[src/rtl/exp_pkg.sv]
// Shared definitions for the exp pipeline and the units that time-share it.
// Q5.11 format defaults, the exp latency and the tag carried alongside each operand.
package exp_pkg;

    localparam int DEF_DWIDTH   = 16;
    localparam int DEF_INT_BIT  = 5;
    localparam int DEF_FRAC_BIT = 11;
    localparam int DEF_EXP_LAT  = 2;

    localparam logic [DEF_DWIDTH-1:0] EXP_ONE = 16'h0800;

    // Wide enough for up to eight requesters; narrower arbiters leave the top bits zero.
    localparam int TAG_ID_W = 3;
    localparam int MAX_NREQ = 1 << TAG_ID_W;

    typedef logic [TAG_ID_W-1:0] tag_id_t;

    typedef struct packed {
        logic    valid;
        tag_id_t id;
    } tag_t;

endpackage

[src/rtl/exp_arbiter_if.sv]
// Bundle of requester, exp-unit and response signals around exp_arbiter.
// The slave modport is the arbiter's view; master is the surrounding system.
interface exp_arbiter_if
    import exp_pkg::*;
#(
    parameter int NREQ   = 4,
    parameter int DWIDTH = DEF_DWIDTH
);

    logic [NREQ-1:0]        i_req_valid;
    logic [NREQ*DWIDTH-1:0] i_req_data;
    logic [NREQ-1:0]        o_req_ready;

    logic                   o_exp_enable;
    logic [DWIDTH-1:0]      o_exp_in;
    logic [DWIDTH-1:0]      i_exp_out;

    logic [NREQ-1:0]        o_rsp_valid;
    logic [DWIDTH-1:0]      o_rsp_data;
    logic                   i_rsp_ready;

    logic                   o_busy;

    modport slave (
        input  i_req_valid,
        input  i_req_data,
        output o_req_ready,
        output o_exp_enable,
        output o_exp_in,
        input  i_exp_out,
        output o_rsp_valid,
        output o_rsp_data,
        input  i_rsp_ready,
        output o_busy
    );

    modport master (
        output i_req_valid,
        output i_req_data,
        input  o_req_ready,
        input  o_exp_enable,
        input  o_exp_in,
        output i_exp_out,
        input  o_rsp_valid,
        input  o_rsp_data,
        output i_rsp_ready,
        input  o_busy
    );

endinterface

[src/rtl/rr_arbiter.sv]
// Round-robin arbiter: one-hot grant searched upward from the last accepted index.
// The pointer only moves when the owner signals that the grant was actually taken.
module rr_arbiter
    import exp_pkg::*;
#(
    parameter int NREQ  = 4,
    parameter int IDX_W = (NREQ > 1) ? $clog2(NREQ) : 1
) (
    input  logic             clk,
    input  logic             arst_n,
    input  logic [NREQ-1:0]  req,
    input  logic             accept,
    output logic [NREQ-1:0]  grant,
    output logic [IDX_W-1:0] grant_id,
    output logic             grant_valid
);

    logic [IDX_W-1:0] last_grant;

    // Two passes: indices above the pointer first, then wrap around to the rest.
    always_comb begin
        grant_valid = 1'b0;
        grant_id    = '0;
        for (int i = 0; i < NREQ; i++) begin
            if (!grant_valid && req[i] && (i > int'(last_grant))) begin
                grant_valid = 1'b1;
                grant_id    = IDX_W'(i);
            end
        end
        for (int i = 0; i < NREQ; i++) begin
            if (!grant_valid && req[i] && (i <= int'(last_grant))) begin
                grant_valid = 1'b1;
                grant_id    = IDX_W'(i);
            end
        end
    end

    always_comb begin
        grant = '0;
        for (int i = 0; i < NREQ; i++) begin
            grant[i] = grant_valid && (grant_id == IDX_W'(i));
        end
    end

    // Resetting to the top index gives requester 0 first priority.
    always_ff @(posedge clk or negedge arst_n) begin
        if (!arst_n) begin
            last_grant <= IDX_W'(NREQ - 1);
        end else if (accept && grant_valid) begin
            last_grant <= grant_id;
        end
    end

endmodule

[src/rtl/exp_arbiter.sv]
// Shares one fixed-latency exp pipeline among NREQ requesters, routing each result
// back through a tag pipeline that freezes together with the exp unit.
module exp_arbiter
    import exp_pkg::*;
#(
    parameter int NREQ    = 4,
    parameter int DWIDTH  = DEF_DWIDTH,
    parameter int EXP_LAT = DEF_EXP_LAT
) (
    input  logic          clk,
    input  logic          arst_n,
    exp_arbiter_if.slave  bus
);

    localparam int IDX_W = (NREQ > 1) ? $clog2(NREQ) : 1;

    logic             adv;
    logic             issue;
    logic             any_inflight;
    logic [NREQ-1:0]  grant;
    logic [IDX_W-1:0] grant_id;
    logic             grant_valid;
    tag_t             stage_in;
    tag_t             last_tag;
    tag_t [EXP_LAT-1:0] tags;

    // Reset is folded into adv so every strobe reads zero while reset is held.
    assign adv   = bus.i_rsp_ready & arst_n;
    assign issue = adv & grant_valid;

    rr_arbiter #(
        .NREQ  (NREQ),
        .IDX_W (IDX_W)
    ) u_rr (
        .clk         (clk),
        .arst_n      (arst_n),
        .req         (bus.i_req_valid),
        .accept      (issue),
        .grant       (grant),
        .grant_id    (grant_id),
        .grant_valid (grant_valid)
    );

    assign bus.o_req_ready = grant & {NREQ{adv}};

    always_comb begin
        bus.o_exp_in = '0;
        for (int i = 0; i < NREQ; i++) begin
            if (issue && grant[i]) begin
                bus.o_exp_in = bus.i_req_data[i*DWIDTH +: DWIDTH];
            end
        end
    end

    always_comb begin
        stage_in       = '0;
        stage_in.valid = issue;
        stage_in.id    = TAG_ID_W'(grant_id);
    end

    // Shifts only with adv, mirroring exactly when the exp unit's registers advance.
    always_ff @(posedge clk or negedge arst_n) begin
        if (!arst_n) begin
            tags <= '0;
        end else if (adv) begin
            tags[0] <= stage_in;
            for (int i = 1; i < EXP_LAT; i++) begin
                tags[i] <= tags[i-1];
            end
        end
    end

    always_comb begin
        any_inflight = 1'b0;
        for (int i = 0; i < EXP_LAT; i++) begin
            any_inflight = any_inflight | tags[i].valid;
        end
    end

    assign last_tag         = tags[EXP_LAT-1];
    assign bus.o_busy       = any_inflight;
    assign bus.o_exp_enable = adv & (issue | any_inflight);
    assign bus.o_rsp_data   = last_tag.valid ? bus.i_exp_out : '0;

    always_comb begin
        bus.o_rsp_valid = '0;
        for (int i = 0; i < NREQ; i++) begin
            bus.o_rsp_valid[i] = adv & last_tag.valid & (last_tag.id == TAG_ID_W'(i));
        end
    end

endmodule
[src/flat_wrapper.sv]
// flat-port wrapper written by rule: the top's interface ports become plain ports
module exp_arbiter_flat import exp_pkg::*;
#(
    parameter int NREQ    = 4,
    parameter int DWIDTH  = DEF_DWIDTH,
    parameter int EXP_LAT = DEF_EXP_LAT
)
  (clk, arst_n, bus_i_req_valid, bus_i_req_data, bus_o_req_ready, bus_o_exp_enable, bus_o_exp_in, bus_i_exp_out, bus_o_rsp_valid, bus_o_rsp_data, bus_i_rsp_ready, bus_o_busy);
  exp_arbiter_if #(.NREQ(NREQ), .DWIDTH(DWIDTH)) bus_i ();
  input  logic clk;
  input  logic arst_n;
  input wire logic [$bits(bus_i.i_req_valid)-1:0] bus_i_req_valid;
  input wire logic [$bits(bus_i.i_req_data)-1:0] bus_i_req_data;
  output wire logic [$bits(bus_i.o_req_ready)-1:0] bus_o_req_ready;
  output wire logic [$bits(bus_i.o_exp_enable)-1:0] bus_o_exp_enable;
  output wire logic [$bits(bus_i.o_exp_in)-1:0] bus_o_exp_in;
  input wire logic [$bits(bus_i.i_exp_out)-1:0] bus_i_exp_out;
  output wire logic [$bits(bus_i.o_rsp_valid)-1:0] bus_o_rsp_valid;
  output wire logic [$bits(bus_i.o_rsp_data)-1:0] bus_o_rsp_data;
  input wire logic [$bits(bus_i.i_rsp_ready)-1:0] bus_i_rsp_ready;
  output wire logic [$bits(bus_i.o_busy)-1:0] bus_o_busy;
  assign bus_i.i_req_valid = bus_i_req_valid;
  assign bus_i.i_req_data = bus_i_req_data;
  assign bus_o_req_ready = bus_i.o_req_ready;
  assign bus_o_exp_enable = bus_i.o_exp_enable;
  assign bus_o_exp_in = bus_i.o_exp_in;
  assign bus_i.i_exp_out = bus_i_exp_out;
  assign bus_o_rsp_valid = bus_i.o_rsp_valid;
  assign bus_o_rsp_data = bus_i.o_rsp_data;
  assign bus_i.i_rsp_ready = bus_i_rsp_ready;
  assign bus_o_busy = bus_i.o_busy;
  exp_arbiter #(.NREQ(NREQ), .DWIDTH(DWIDTH), .EXP_LAT(EXP_LAT)) u_core (.clk(clk), .arst_n(arst_n), .bus(bus_i));
endmodule
[config.mk]
export PLATFORM = sky130hd
export DESIGN_NAME = exp_arbiter_flat
export DESIGN_NICKNAME = d
export VERILOG_FILES = /design/src/rtl/exp_pkg.sv /design/src/rtl/exp_arbiter_if.sv /design/src/rtl/rr_arbiter.sv /design/src/rtl/exp_arbiter.sv /design/src/flat_wrapper.sv
export SDC_FILE = /design/constraint.sdc
export NUM_CORES = 1
export LEC_CHECK = 0
export CORE_ASPECT_RATIO = 0.7
export CORE_MARGIN = 1.5
export CORE_UTILIZATION = 25
export DETAILED_ROUTE_END_ITERATION = 6
export PLACE_DENSITY = 0.78
export SLEW_MARGIN = 20
export SYNTH_ARGS = -nofsm -noshare
export SYNTH_HDL_FRONTEND = slang
export SYNTH_SLANG_ARGS = --single-unit
[constraint.sdc]
create_clock -name clk -period 1.8 [get_ports clk]
set_input_delay 0.36 -clock clk [delete_from_list [all_inputs] [get_ports clk]]
set_output_delay 0.36 -clock clk [all_outputs]
set_load 0.05 [all_outputs]
==> key figures <==
Setup path
  – Highest-delay cell along the critical path: dfstp_2
  – Slowest stage delay, CP: 600 ps
  – Dominant cell type by count on the critical path: buf_12
  – Biggest fanout along the worst timing path: 9
  – Cells along the critical path: inv_4 > a21o_1 > o21a_1 > nand2b_4 > buf_12 > o22ai_4 > buf_12
  – First element of the critical path: u_core.u_rr.last_grant[1]
  – Element type at the critical path start: flip-flop
  – Setup CP Type: flip-flop to output pin
  – Required time of the critical path: 1440 ps
  – Kind of end point of the critical path: output pin
  – Critical R2R Capture: u_core.tags[0]
  – End point of the critical path: bus_o_exp_in[9]
  – Reg-to-reg critical path startpoint: u_core.u_rr.last_grant[0]
  – R2r setup slk: 80 ps
  – CP Data Arrival Time: 2060 ps
  – Number of cell instances on the worst register-to-register path: 7

STA
  – Transition time at the pin with the least slew margin: 369 ps
  – Post-route setup slack: -616 ps
  – Final Hold Violating Endpoints: 0
  – Final Cycle Share: 134%
  – Aggregate negative setup slack: -10,970 ps
  – Fin Clk Skew: 6.81 ps
  – Maximum clock frequency: 414 MHz
  – Final max-slew violation count: 0
  – Worst relative slew slack: 75.3%
  – Final Setup Violations: 20
  – Post-layout min period: 2420 ps
  – RSZ-0062 raised after global routing: true

Synth
  – Ys flop type: dfrtp_1
  – Area fraction of the dominant cell type after synthesis: 19.7%
  – Count of flip-flops with a built-in enable after synthesis: 0
  – Fraction of registers with async set or reset after synthesis: 100%
  – Top post-synthesis cells by area: mux2i_1, dfrtp_1, and2_1
  – Register bit total from synthesis: 8
  – Ys Warns: 0
  – Number of standard cells after synthesis: 132
  – Post-synthesis cell type with the largest combined area: mux2i_1
  – Netlist area before placement: 0.00112 mm²
  – Syn avg cell area: 8.46 µm²
  – Sequential area share after synthesis: 18.2%
  – Count of unique library cells instantiated by Yosys: 32
  – Net count after synthesis: 219

Status
  – Run status: complete, but fails checks
  – Failing checks: setup timing

Job
  – Number of maximum-capacitance constraint violations: 0

Layout
  – N_diodes: 0
  – Post-route non-filler standard cell count: 341
  – Final net count: 374
  – Layout cells sized above 1: 49.0%
  – Synth-to-Final Area Change: 228%
  – Fillcell total: 218
  – Final instance area: 0.00366 mm²
  – Post-route core utilization: 85.1%

Die
  – Overall die height: 58.9 µm
  – Core Region: 0.00430 mm²
  – Ports: 129
  – Die width: 82.9 µm
  – Initial standard-cell utilization of the core: 25.9%
  – Row count: 20
  – Die footprint: 0.00488 mm²

Routing
  – DRC errors left: 0
  – Number of search-and-repair iterations in the first detailed-routing pass: 4
  – Routed wirelength normalized by instance count: 18.1 µm
  – Violation count after the first detailed-routing iteration: 41
  – Total number of vias: 1,684
  – Number of routed nets with antenna violations: 0
  – Wire length after detailed routing: 6.16 mm
  – Post-detailed-route via-to-cell ratio: 4.94

Placement
  – Placed cell count: 330
  – Port bufs: 128
  – Area of placed instances: 0.00327 mm²
  – Detailed placer's ending HPWL: 4.16 mm
  – Global placement routability congestion: 0.723

Power and ir drop
  – Peak ir drop on the vdd network: 0.000656 V
  – Leakage power: 1.37 nW
  – Overall power of the completed layout: 2.70 mW
  – Total power per unit cell area: 736 mW/mm²

Clock network
  – Num Clock Sinks: 8
  – CTS tree: yes
  – Clock-pin transition on the worst setup and hold timing paths: 50 ps
  – Clock Root Buffer: clkbuf_8
  – Worst-Skew Late Latency: 240 ps
  – Number of clock buffers inserted by TritonCTS: 3
  – Maximum buffer depth of the clock tree: 2
  – Maximum level of the CTS H-tree: 1

Global routing
  – Antenna violations before repair: 0
  – First-pass GRT wire length: 9.47 mm
  – Number of global-route vias before repair: 1,808
  – GRT Resource Usage Total: 24.7%
  – Total global routing overflow: 0
  – Pin count of the biggest net entering global routing: 18

Min path
  – Class of the tightest hold or removal check: input pin to asynchronous set/reset pin
-- worst min-delay path by stage --
stage | end | slack [ps]
after floorplan | u_core.last_tag[0] | 60
final | u_core.tags[1] | 320
after detailed placement | u_core.tags[0] | 470
after CTS | u_core.tags[0] | 290
after global routing | u_core.tags[0] | 340
after global placement | u_core.tags[1] | 460
-- worst max-delay path, delay by kind of cell, from the launching register on --
kind	cells	cell delay, ps
flip-flops	1	600
AO/OA/AOI/OAI	3	630
AND/OR/NAND/NOR	1	180
buffers and inverters	3	390
-- report_power, final --
part	leakage, nW	internal (mW)	switching, mW	total, mW
clock	0.0228	0.155	0.0824	0.237
combinational	1.26	1.14	1.03	2.17
sequential	0.0931	0.231	0.0557	0.286
total	1.37	1.52	1.17	2.70
-- repair_timing --
action / in CTS / in global routing
pin swaps: 24 / 10
buffers inserted: 6 / 1
gates cloned: 1 / 0
setup endpoints to repair: 25 / 21
resized for setup: 58 / 5
hold buffers: 0 / 0
-- registers in the layout, indices dropped and copies added, names as in the netlist --
signal	cells
u_core.tags	3
u_core.last_tag	3
u_core.u_rr.last_grant	2
-- area by class of cell --
class	instances	area (µm²)	share of cell area, %
Timing Repair Buffer	158	2030	55.5
Multi-Input combinational cell	111	1290	35.2
Sequential cell	8	203	5.53
Tap cell	55	68.8	1.88
Clock buffer	4	45.0	1.23
Inverter	5	23.8	0.649
-- logic make-up (layout without fill, tap and decap cells) --
group,count (synthesis),count (layout),share of synthesized area [%]
simple gates,46,46,23.4
compound gates,40,40,26.0
buf+inv,13,167,9.64
flops,8,8,18.2
mux,25,25,22.8
-- Yosys cell counts (all sizes together) (3+ instances only) --
cell and number:
a21oi 4, a22oi 10, and2 17, and3 3
buf 6, dfrtp 6, inv 5, mux2 3
mux2i 22, nand2 10, nor2 10, o21ai 4
o22ai 16
-- per-layer routing --
| layer | global-route usage (%) | vias to the layer above | part of all wire [%] |
|---|---|---|---|
| li1 | - | 804 | - |
| met1 | 29.8 | 817 | 39 |
| met3 | 5.89 | 4 | 4.9 |
| met5 | 0 | - | 0 |
| met2 | 47.0 | 59 | 55 |
| met4 | 2.62 | 0 | 0.52 |
-- metrics by stage --
| stage | setup slack (ps) | hold slack, ps |
|---|---|---|
| CTS | -559 | 295 |
| detailed placement | -736 | 474 |
| floorplan | -298 | 64.4 |
| global route | -665 | 339 |
| global placement | -716 | 463 |
| finish | -616 | 316 |
-- cell usage in the layout, fill, tap and decap left out, types with 2 or more instances in the layout --
cell type	instances
mux2i_4	13
a21o_1	2
clkdlybuf4s50_1	80
buf_4	17
and2_1	16
inv_1	3
inv_4	2
a22oi_1	10
dfrtp_1	6
a21oi_1	2
buf_12	47
mux2_2	3
clkdlybuf4s15_2	2
dfstp_2	2
a221oi_4	2
nand2_2	2
dlygate4sd2_1	4
nor2_1	7
nor2_4	2
o22ai_4	16
buf_6	7
clkbuf_8	3
mux2i_2	9
o21ai_0	3
nand2_1	8
Note: power is estimated with default switching activity, not from simulation.
